File: config.mk
export PLATFORM = sky130hd
export DESIGN_NAME = conv33_line_buffer
export DESIGN_NICKNAME = d
export VERILOG_FILES = /design/src/rtl/conv_pkg.sv /design/src/rtl/conv_line_ram.sv /design/src/rtl/conv33_line_buffer.sv
export SDC_FILE = /design/constraint.sdc
export NUM_CORES = 1
export LEC_CHECK = 0
export BUFFER_PORTS_ARGS = -buffer_cell sky130_fd_sc_hd__buf_2
export CORE_MARGIN = 2
export CORE_UTILIZATION = 60
export DETAILED_ROUTE_END_ITERATION = 8
export GPL_ROUTABILITY_DRIVEN = 0
export GPL_TIMING_DRIVEN = 1
export PLACE_DENSITY = 0.84
export SLEW_MARGIN = 20
export SYNTH_ARGS = -nofsm -noshare
export SYNTH_HDL_FRONTEND = slang
export SYNTH_SLANG_ARGS = --single-unit
File: constraint.sdc
create_clock -name clk -period 3.99 [get_ports clk]
set_input_delay 0 -clock clk [delete_from_list [all_inputs] [get_ports clk]]
set_output_delay 0 -clock clk [all_outputs]
set_load 0.03 [all_outputs]
File: src/rtl/conv_pkg.sv
// ---------------------------------------------------------------------------
// conv_pkg
//   Shared definitions for the 3x3 convolution front-end.
//   - DEF_* defaults for pixel width and image geometry
//   - clog2() used to size the column/row counters and line-RAM addresses
//   - pixel_t: signed pixel at the default width
// ---------------------------------------------------------------------------
package conv_pkg;

  localparam int unsigned DEF_BIT_WIDTH = 8;
  localparam int unsigned DEF_IMG_W     = 28;
  localparam int unsigned DEF_IMG_H     = 28;

  // Ceiling log2, never less than 1 so a counter always has at least one bit.
  function automatic int unsigned clog2(input int unsigned n);
    int unsigned r;
    r = 0;
    for (int unsigned i = 0; i < 32; i++) begin
      if ((64'(1) << i) < 64'(n)) r = i + 1;
    end
    return (r == 0) ? 1 : r;
  endfunction

  localparam int unsigned DEF_COL_W = clog2(DEF_IMG_W);
  localparam int unsigned DEF_ROW_W = clog2(DEF_IMG_H);

  typedef logic signed [DEF_BIT_WIDTH-1:0] pixel_t;

endpackage

File: src/rtl/conv_line_ram.sv
// ---------------------------------------------------------------------------
// conv_line_ram
//   One image row of pixel storage, DEPTH x WIDTH, single address port.
//   Read is combinational from the current address; write lands on the
//   rising edge, so a same-cycle read returns the value before the write.
//   Contents are not reset.
//
//   clk      in   clock
//   we_i     in   write enable
//   addr_i   in   read/write address (column)
//   wdata_i  in   write data
//   rdata_o  out  read data at addr_i (pre-write value)
// ---------------------------------------------------------------------------
module conv_line_ram
  import conv_pkg::*;
#(
  parameter int unsigned DEPTH  = DEF_IMG_W,
  parameter int unsigned WIDTH  = DEF_BIT_WIDTH,
  parameter int unsigned ADDR_W = clog2(DEPTH)
) (
  input  logic              clk,
  input  logic              we_i,
  input  logic [ADDR_W-1:0] addr_i,
  input  logic [WIDTH-1:0]  wdata_i,
  output logic [WIDTH-1:0]  rdata_o
);

  logic [WIDTH-1:0] mem_q [DEPTH];

  assign rdata_o = mem_q[addr_i];

  always_ff @(posedge clk) begin
    if (we_i) begin
      mem_q[addr_i] <= wdata_i;
    end
  end

endmodule

File: src/rtl/conv33_line_buffer.sv
// ---------------------------------------------------------------------------
// conv33_line_buffer
//   Raster-order pixel stream in, one vertical 3-pixel column out per
//   accepted pixel for the 3x3 window stage. Two circular line RAMs hold the
//   previous two rows; each accept shifts the column at that address down
//   (line0 -> line1, pixel -> line0).
//
//   clk         in   clock
//   rst_n       in   async active-low reset
//   sof         in   start of frame, qualified by pix_valid
//   pix_valid   in   pixel strobe (always accepted)
//   pix_in      in   pixel (signed; passed through bit-exact)
//   col_en      out  window-stage shift enable, one cycle after accept
//   out_top     out  pixel from row r-2
//   out_mid     out  pixel from row r-1
//   out_bot     out  current pixel
//   win_valid   out  window stage output is a full valid 3x3 window
//   frame_done  out  pulse with col_en of the last pixel of the frame
// ---------------------------------------------------------------------------
module conv33_line_buffer
  import conv_pkg::*;
#(
  parameter int unsigned BIT_WIDTH = DEF_BIT_WIDTH,
  parameter int unsigned IMG_W     = DEF_IMG_W,
  parameter int unsigned IMG_H     = DEF_IMG_H
) (
  input  logic                 clk,
  input  logic                 rst_n,
  input  logic                 sof,
  input  logic                 pix_valid,
  input  logic [BIT_WIDTH-1:0] pix_in,
  output logic                 col_en,
  output logic [BIT_WIDTH-1:0] out_top,
  output logic [BIT_WIDTH-1:0] out_mid,
  output logic [BIT_WIDTH-1:0] out_bot,
  output logic                 win_valid,
  output logic                 frame_done
);

  localparam int unsigned COL_W = clog2(IMG_W);
  localparam int unsigned ROW_W = clog2(IMG_H);

  localparam logic [COL_W-1:0] COL_LAST = COL_W'(IMG_W - 1);
  localparam logic [ROW_W-1:0] ROW_LAST = ROW_W'(IMG_H - 1);
  localparam logic [COL_W-1:0] COL_TWO  = COL_W'(2);
  localparam logic [ROW_W-1:0] ROW_TWO  = ROW_W'(2);

  logic [COL_W-1:0] col_q, col_d;
  logic [ROW_W-1:0] row_q, row_d;

  // Position of the pixel being accepted this cycle; sof forces (0,0).
  logic [COL_W-1:0] pos_col;
  logic [ROW_W-1:0] pos_row;
  logic             at_last_col;
  logic             at_last_row;
  logic             win_now;

  logic [BIT_WIDTH-1:0] line0_rd;
  logic [BIT_WIDTH-1:0] line1_rd;

  logic [BIT_WIDTH-1:0] top_q, top_d;
  logic [BIT_WIDTH-1:0] mid_q, mid_d;
  logic [BIT_WIDTH-1:0] bot_q, bot_d;
  logic                 col_en_q;
  logic                 win_pend_q;
  logic                 win_valid_q;
  logic                 frame_done_q;

  always_comb begin
    pos_col     = sof ? '0 : col_q;
    pos_row     = sof ? '0 : row_q;
    at_last_col = (pos_col == COL_LAST);
    at_last_row = (pos_row == ROW_LAST);
    // Only windows fully inside the current frame's rows/cols qualify,
    // which also keeps stale line-RAM contents from ever being flagged.
    win_now     = (pos_row >= ROW_TWO) && (pos_col >= COL_TWO);
  end

  always_comb begin
    col_d = col_q;
    row_d = row_q;
    if (pix_valid) begin
      if (at_last_col) begin
        col_d = '0;
        row_d = at_last_row ? '0 : pos_row + ROW_W'(1);
      end else begin
        col_d = pos_col + COL_W'(1);
        row_d = pos_row;
      end
    end
  end

  always_comb begin
    top_d = top_q;
    mid_d = mid_q;
    bot_d = bot_q;
    if (pix_valid) begin
      top_d = line1_rd;
      mid_d = line0_rd;
      bot_d = pix_in;
    end
  end

  // line1 takes line0's old value at the same column before line0 is
  // overwritten, so the column shifts down by one row per accept.
  conv_line_ram #(
    .DEPTH  (IMG_W),
    .WIDTH  (BIT_WIDTH),
    .ADDR_W (COL_W)
  ) u_line0 (
    .clk     (clk),
    .we_i    (pix_valid),
    .addr_i  (pos_col),
    .wdata_i (pix_in),
    .rdata_o (line0_rd)
  );

  conv_line_ram #(
    .DEPTH  (IMG_W),
    .WIDTH  (BIT_WIDTH),
    .ADDR_W (COL_W)
  ) u_line1 (
    .clk     (clk),
    .we_i    (pix_valid),
    .addr_i  (pos_col),
    .wdata_i (line0_rd),
    .rdata_o (line1_rd)
  );

  always_ff @(posedge clk or negedge rst_n) begin
    if (!rst_n) begin
      col_q        <= '0;
      row_q        <= '0;
      top_q        <= '0;
      mid_q        <= '0;
      bot_q        <= '0;
      col_en_q     <= 1'b0;
      win_pend_q   <= 1'b0;
      win_valid_q  <= 1'b0;
      frame_done_q <= 1'b0;
    end else begin
      col_q        <= col_d;
      row_q        <= row_d;
      top_q        <= top_d;
      mid_q        <= mid_d;
      bot_q        <= bot_d;
      col_en_q     <= pix_valid;
      win_pend_q   <= pix_valid & win_now;
      // Extra stage: the window stage latches on col_en and its result
      // settles in the following cycle.
      win_valid_q  <= win_pend_q;
      frame_done_q <= pix_valid & at_last_row & at_last_col;
    end
  end

  assign col_en     = col_en_q;
  assign out_top    = top_q;
  assign out_mid    = mid_q;
  assign out_bot    = bot_q;
  assign win_valid  = win_valid_q;
  assign frame_done = frame_done_q;

endmodule

==> results of run 1 <==
final cells by class:
class / instances / area share
Timing Repair Buffer: 127 / 0.0420
Sequential cell: 486 / 0.668
Clock inverter: 30 / 0.0147
Clock buffer: 56 / 0.0580
Tap cell: 402 / 0.0233
Inverter: 8 / 0.00139
Multi-Input combinational cell: 565 / 0.193
synth_stat cells (3+ instances only):
| cell | n | share of area |
|---|---|---|
| a211oi_1 | 9 | 0.0036 |
| a21oi_1 | 43 | 0.011 |
| a221o_1 | 8 | 0.0042 |
| a221oi_1 | 20 | 0.0092 |
| a222oi_1 | 24 | 0.013 |
| a22oi_1 | 9 | 0.0036 |
| a311oi_1 | 3 | 0.0014 |
| a31oi_1 | 26 | 0.0086 |
| a32oi_1 | 11 | 0.0051 |
| and2_1 | 4 | 0.0013 |
| and3b_1 | 4 | 0.0018 |
| buf_2 | 19 | 0.0050 |
| buf_4 | 13 | 0.0051 |
| buf_6 | 8 | 0.0047 |
| clkbuf_1 | 35 | 0.0069 |
| dfrtp_1 | 38 | 0.050 |
| edfxtp_1 | 448 | 0.71 |
| inv_1 | 5 | 0.00099 |
| inv_2 | 3 | 0.00059 |
| mux2_1 | 3 | 0.0018 |
| mux2_2 | 37 | 0.022 |
| mux2i_1 | 83 | 0.044 |
| mux4_2 | 5 | 0.0059 |
| nand2_1 | 68 | 0.013 |
| nand3_1 | 10 | 0.0026 |
| nor2_1 | 59 | 0.012 |
| nor2b_1 | 7 | 0.0023 |
| nor3_1 | 13 | 0.0034 |
| nor3b_2 | 4 | 0.0026 |
| o211ai_1 | 8 | 0.0032 |
| o21ai_0 | 34 | 0.0090 |
| o221a_2 | 3 | 0.0018 |
| o221ai_1 | 28 | 0.013 |
| o22a_1 | 5 | 0.0023 |
| o22ai_1 | 4 | 0.0013 |
metrics by stage:
step,std cells,cell area [um2],util,setup WS (ps),power [mW]
6_report,1674,21600,0.688,549,11.7
5_1_grt,1674,21600,0.688,530,12.0
4_1_cts,1674,21600,0.688,719,11.7
3_5_place_dp,1585,20000,0.637,780,7.26
3_3_place_gp,1585,20000,0.637,970,7.21
2_1_floorplan,1136,19000,-,876,6.78
worst max path at each step:
stage | startpoint | to | slack (ps) | cells past startpoint
floorplan | col_q[1]$_DFFE_PN0P_ | u_line0.mem_q[24][0]$_DFFE_PP_ | 880 | 9
global placement | col_q[0]$_DFFE_PN0P_ | u_line1.mem_q[26][1]$_DFFE_PP_ | 970 | 5
detailed placement | col_q[0]$_DFFE_PN0P_ | u_line1.mem_q[1][3]$_DFFE_PP_ | 780 | 7
CTS | col_q[0]$_DFFE_PN0P_ | u_line1.mem_q[25][3]$_DFFE_PP_ | 720 | 7
global route | col_q[0]$_DFFE_PN0P_ | u_line1.mem_q[20][3]$_DFFE_PP_ | 530 | 7
finish | col_q[0]$_DFFE_PN0P_ | u_line1.mem_q[27][3]$_DFFE_PP_ | 550 | 7
state kept, by name (all words and copies together), names as in the netlist:
register       cells
u_line0.mem_q    224
u_line1.mem_q    224
out_bot            8
out_mid            8
out_top            8
col_q              5
row_q              5
col_en             1
frame_done         1
win_pend_q         1
win_valid          1
layer usage:
layer / share of wire / vias up / GRT usage / wire length [um]
met1: 0.33 / 5916 / 0.420 / 17800
met2: 0.46 / 1214 / 0.505 / 24400
met4: 0.065 / 2 / 0.182 / 3440
met3: 0.14 / 268 / 0.0907 / 7570
met5: 0.0012 / - / 0.0148 / 64
li1: - / 4769 / - / -
critical path, stage by stage (launching register included):
cell and delay, ps:
dfrtp_4 610, o21bai_2 890, buf_4 410, nand2_1 100, o221ai_1 80, a31oi_1 140
o21a_1 190, nand2_1 670
kinds of logic after synthesis:
kind of cell    after synthesis
simple gates                187
compound gates              249
flops                       486
buf+inv                      85
fa+ha+maj                     1
mux                         128
timing repair:
item                                   4_1_cts  5_1_grt
hold buffers                                 3        0
setup buffers                                0        0
endpoints found under the hold margin       68        0
power by group through the flow:
| stage | Sequential, mW | Clock [mW] | Combinational, mW |
|---|---|---|---|
| after floorplan | 6.05 | 0 | 0.726 |
| after global placement | 5.99 | 0 | 1.22 |
| after detailed placement | 5.99 | 0 | 1.26 |
| after CTS | 5.89 | 4.52 | 1.28 |
| after global routing | 5.90 | 4.74 | 1.37 |
| final | 5.90 | 4.51 | 1.32 |
==> metrics, run 1 <==
final net count=1247; Starting Density=0.605; row cnt=between 60 and 70; H-tree Lvls=2; number of enable flip-flop cells after synthesis=~450; Internal=8.88 mW; Reg-to-Reg Start=col_q[0]$_DFFE_PN0P_; initial drt markers=around 2300; vias per inst=between 7 and 8; R2R Path End=u_line1.mem_q[27][3]$_DFFE_PP_; failing checks=DRC; Reg clk slew, reported paths=~70 ps; filler cell count in the final layout=between 1500 and 2000; sequential share of power=0.503; Synth Area per Inst=16.7 um2; post-synthesis sequential area ratio=0.759; final hold vios=0; Most used DFF post-synth=edfxtp_1; CORE AREA=between 30000 and 40000 um2; instance count of the mapped netlist=1136; TNS Setup=0 ps; sw frac=0.243; Die Area=33100 um2; Setup Crit Path Kind=reg -> reg; Synth Area in XOR/XNOR=0; Post-Syn Nets=around 1100; Synth Register Bits=roughly 500; DRT antenna net count=0; Root Buffer Master=clkbuf_16; commonest cells after routing, fill and taps aside=448 x edfxtp_1, 84 x buf_4, 83 x mux2i_1, 68 x nand2_1, 55 x nor2_1; reg2reg path depth=7; first-pass GRT wire length=about 78000 um; Total Wirelength=53300 um; share of layout cells above drive strength 1=0.208; required time of the critical path=4210 ps; leakage power=7.45 nW; most common cell after layout, fill and taps aside=edfxtp_1; number of global-route vias before repair=12097; clk buf depth=3; Area Overhead vs Synth=13.7%; hold slack=approximately 10 ps; Die Y-Extent=about 180 um; mux cell area share after synthesis=0.0734; Slew @ Worst Pin=around 1100 ps; Mapped Area=between 15000 and 20000 um2; count of final setup violators=0; via count=~12000; post_cts resized=0; power per standard cell area=between 500 and 600 nW/um2; outcome=finished with violations; VDD IR max=about 370 uV; Netlist cell types=62; logic gate share of total power=0.113; initial antenna violation count=1; Max-Slew Margin vs Limit=0.280; port bufs=38; crit path max fanout=28; Reg area=between 10000 and 15000 um2; min Tclk post-route=between 3000 and 4000 ps; DRC=2; maxcap violations=0; Clk pwr share=0.385; clock sinks=~500; adder-cell share of the synthesized area=0.000659; maximum number of pins on one net before global-route repair=42; Slew Viols, Final=0; WL/cell=about 32 um; multi-input logic area=4170 um2; die width=~180 um; number of placed I/O pins=39; Syn. warnings=0; TritonCTS clock tree=yes; Worst setup SP type=flop; Async SR Flop Fraction=0.0782; max frequency=roughly 290 MHz; Switching Power=approximately 2.9 mW; fin crit share=0.862; Ant. Diodes=0; worst reg-to-reg setup slack=approximately 550 ps; Compound-Gate Fraction of Synth Area=0.0971; Tot GR Track Use=0.326; HPWL after DPL=around 32000 um; Simple-Gate Fraction of Synth Area=0.0461; HP Class=in -> async; crit path DAT=approximately 3700 ps; total gr overflow=0; endpoint class of the critical path=flop; unrepaired setup endpoints after global routing=no; DR pass1 iterations=9; worst clock skew=between 20 and 25 ps; Worst-Skew Late Latency=roughly 560 ps; CTS buffer count=46; largest family of logic cells by synthesized area=compound AO/OA/AOI/OAI gates
Power figures use the tool's default switching activity.
==> run 2: changes to the inputs <==
- ABC_AREA: not set -> 1
- HOLD_SLACK_MARGIN: not set -> 0.06
==> run 2 against run 1 <==
The flow still finishes with violations (DRC); wire length fell by 1.7%; cell area rose by 4.7%; hold slack improved by 120 ps; combinational power increased by 5%; utilization increased by 0.36 points; non-clock buffer count down 15; via count up 16%; highest routed layer is now met4.
==> metrics, run 2 <==
outcome=finished with violations; failing checks=DRC; post_cts resized=0 (unchanged); DR pass1 iterations=9 (unchanged); Starting Density=0.612 (+0.00737); Layout Utilization=0.691 (+0.00362); vias per inst=6.00 (-17%); share of layout cells above drive strength 1=0.101 (-0.107); post-synth top area share=0.672 (-0.0366); post-synthesis sequential area ratio=0.720 (-0.0391); Max-Slew Margin vs Limit=0.370 (+0.0898); cell type with the largest total area after synthesis=edfxtp_1; Synth top cells by count=576 x nand2_1, 448 x edfxtp_1, 197 x nand3_1, 194 x inv_1, 84 x nor2_1; Slew @ Worst Pin=945 ps (-134 ps); leakage power=9.03 nW (+21%); final net count=1880 (+51%); critical path depth in cells=12 (+5); Slew Viols, Final=0 (unchanged); Worst path top cell family by delay=simple AND/OR/NAND/NOR gates; TritonCTS clock tree=yes; port bufs=38 (unchanged); Worst path max stage delay=670 ps (-220 ps); min Tclk post-route=2880 ps (-560 ps); unrepaired setup endpoints after global routing=no; Worst setup SP type=flop; clk buf depth=3 (unchanged); Synth Register Bits=486 (unchanged); WP buf/inv=2 (+1); Mapped Area=20000 um2 (+5.4%); number of enable flip-flop cells after synthesis=448 (unchanged); top post-synthesis cells by area=edfxtp_1 67%, nand2_1 11%, nand3_1 4.9%; final hold vios=0 (unchanged); maxcap violations=0 (unchanged); max frequency=347 MHz (+19%); Async SR Flop Fraction=0.0782 (unchanged); Root Buffer Master=clkbuf_16; total gr overflow=0 (unchanged); H-tree Lvls=2 (unchanged); Setup crit start=col_q[0]$_DFFE_PN0P_; CP Capture Point=out_mid[1]$_DFFE_PN0P_; top-count cell post-synth=nand2_1; HPWL after DPL=30200 um (-4.5%); reg2reg path depth=12 (+5); Tot GR Track Use=0.302 (-0.0242); first-pass GRT wire length=80100 um (+2.6%); initial drt markers=2258 (-3.5%); DRT antenna net count=0 (unchanged); worst reg-to-reg setup slack=1110 ps (+560 ps); Total Wirelength=52400 um (-1.7%); most common cell after layout, fill and taps aside=nand2_1; HP Class=in -> async; TNS Setup=0 ps (unchanged); maximum number of pins on one net before global-route repair=86 (+100%); CTS buffer count=47 (+2.2%); Die Area=34800 um2 (+5.3%); Die Y-Extent=187 um (+2.6%); worst clock skew=17.0 ps (-4.60 ps); R2R Path End=out_mid[1]$_DFFE_PN0P_; endpoint class of the critical path=flop; initial antenna violation count=0 (-1); via count=14073 (+16%); hold slack=131 ps (+121 ps); clock sinks=486 (unchanged); count of final setup violators=0 (unchanged); power per standard cell area=520 nW/um2 (-4.3%); Netlist cell types=30 (-52%); die width=187 um (+2.6%); Setup Crit Path Kind=reg -> reg; Post-Syn Nets=1804 (+57%); crit path max fanout=72 (+160%); Synth Area per Inst=11.2 um2 (-33%); commonest cells after routing, fill and taps aside=576 x nand2_1, 448 x edfxtp_1, 197 x nand3_1, 194 x inv_1, 82 x nor2_1; Reg clk slew, reported paths=60 ps (about the same); fin crit share=0.722 (-0.140); instance count of the mapped netlist=1791 (+58%); row cnt=66 (+1.5%); Most common cell on crit path=nand2_1; VDD IR max=301 uV (-20%); Worst-Skew Late Latency=560 ps (about the same); slowest CP cell=dfrtp_1; WL/cell=22.3 um (-30%); crit path DAT=3360 ps (-300 ps); number of placed I/O pins=39 (unchanged); DRC=1 (-1); Most used DFF post-synth=edfxtp_1; Syn. warnings=0 (unchanged); CORE AREA=32700 um2 (+4.2%); Regs by FF count=u_line0.mem_q: 224 flops, u_line1.mem_q: 224 flops; Area Overhead vs Synth=12.9%; number of global-route vias before repair=14037 (+16%); required time of the critical path=4470 ps (+260 ps); Critical Path, Cell by Cell=nand2_8 > nor2_4 > buf_12 > nand2_1 > nand3_1 > nand2_1 > nand2_1 > nand2_1 > nand3_1 > buf_12 > nand2_1 > nand2_1; Ant. Diodes=0 (unchanged); Reg-to-Reg Start=col_q[0]$_DFFE_PN0P_
==> run 2: cell types whose count changed in the layout (fill, tap and decap cells not counted), sizes merged, moves of 33 or more <==
| cell | delta |
|---|---|
| nand2 | +511 |
| inv | +190 |
| nand3 | +187 |
| mux2i | -83 |
| mux2 | -40 |
| nor2 | +33 |
==> run 2: cell families after synthesis <==
kind of cell / share of synthesized area
buffers and inverters: 0.0595
XOR/XNOR: 0.000875
flip-flops: 0.720
AND/OR/NAND/NOR: 0.184
AO/OA/AOI/OAI: 0.0349
adder cells (fa/ha/maj): 0.000625
==> run 2: what timing repair did <==
item / in CTS / in global routing
endpoints found under the hold margin: 254 / 0
buffers inserted: 0 / 0
setup endpoints to repair: 0 / 0
hold buffers: 11 / 0
==> run 2: how the worst min path moves through the flow <==
stage	from	endpoint	slack, ps
after floorplan	rst_n	col_en$_DFF_PN0_	-300
after global placement	rst_n	out_bot[7]$_DFFE_PN0P_	170
after detailed placement	rst_n	out_bot[7]$_DFFE_PN0P_	180
after CTS	rst_n	out_bot[7]$_DFFE_PN0P_	150
after global routing	rst_n	out_bot[0]$_DFFE_PN0P_	200
final	rst_n	out_bot[7]$_DFFE_PN0P_	130
==> run 2: report_power, final <==
part	internal, mW	switching [mW]
logic	0.352	1.04
registers	5.85	0.0511
clock network	2.65	1.82
==> run 2: layout make-up <==
class | count | area [um2]
clock inverter | 25 | 244
fill | 2136 | 10100
inverter | 198 | 748
clock buffer | 60 | 1320
tap | 442 | 553
sequential | 486 | 14400
multi-input combinational | 1022 | 4450
timing repair buffer | 112 | 886
==> run 2: per-layer routing <==
metal,up-vias,global-route usage,part of all wire
met5,-,0,0
met4,0,0.155,0.056
met3,205,0.0696,0.13
met2,1102,0.478,0.47
met1,6615,0.395,0.35
li1,6151,-,-
==> run 2: through the flow <==
stage                     worst slack [ps]  cell area, um2  total power, mW  instances
after floorplan                       1330           20000             6.79       1791
after global placement                1360           20900             7.29       2249
after detailed placement              1250           20900             7.33       2249
after CTS                             1160           22600             11.7       2345
after global routing                  1020           22600             12.1       2345
final                                 1110           22600             11.8       2345
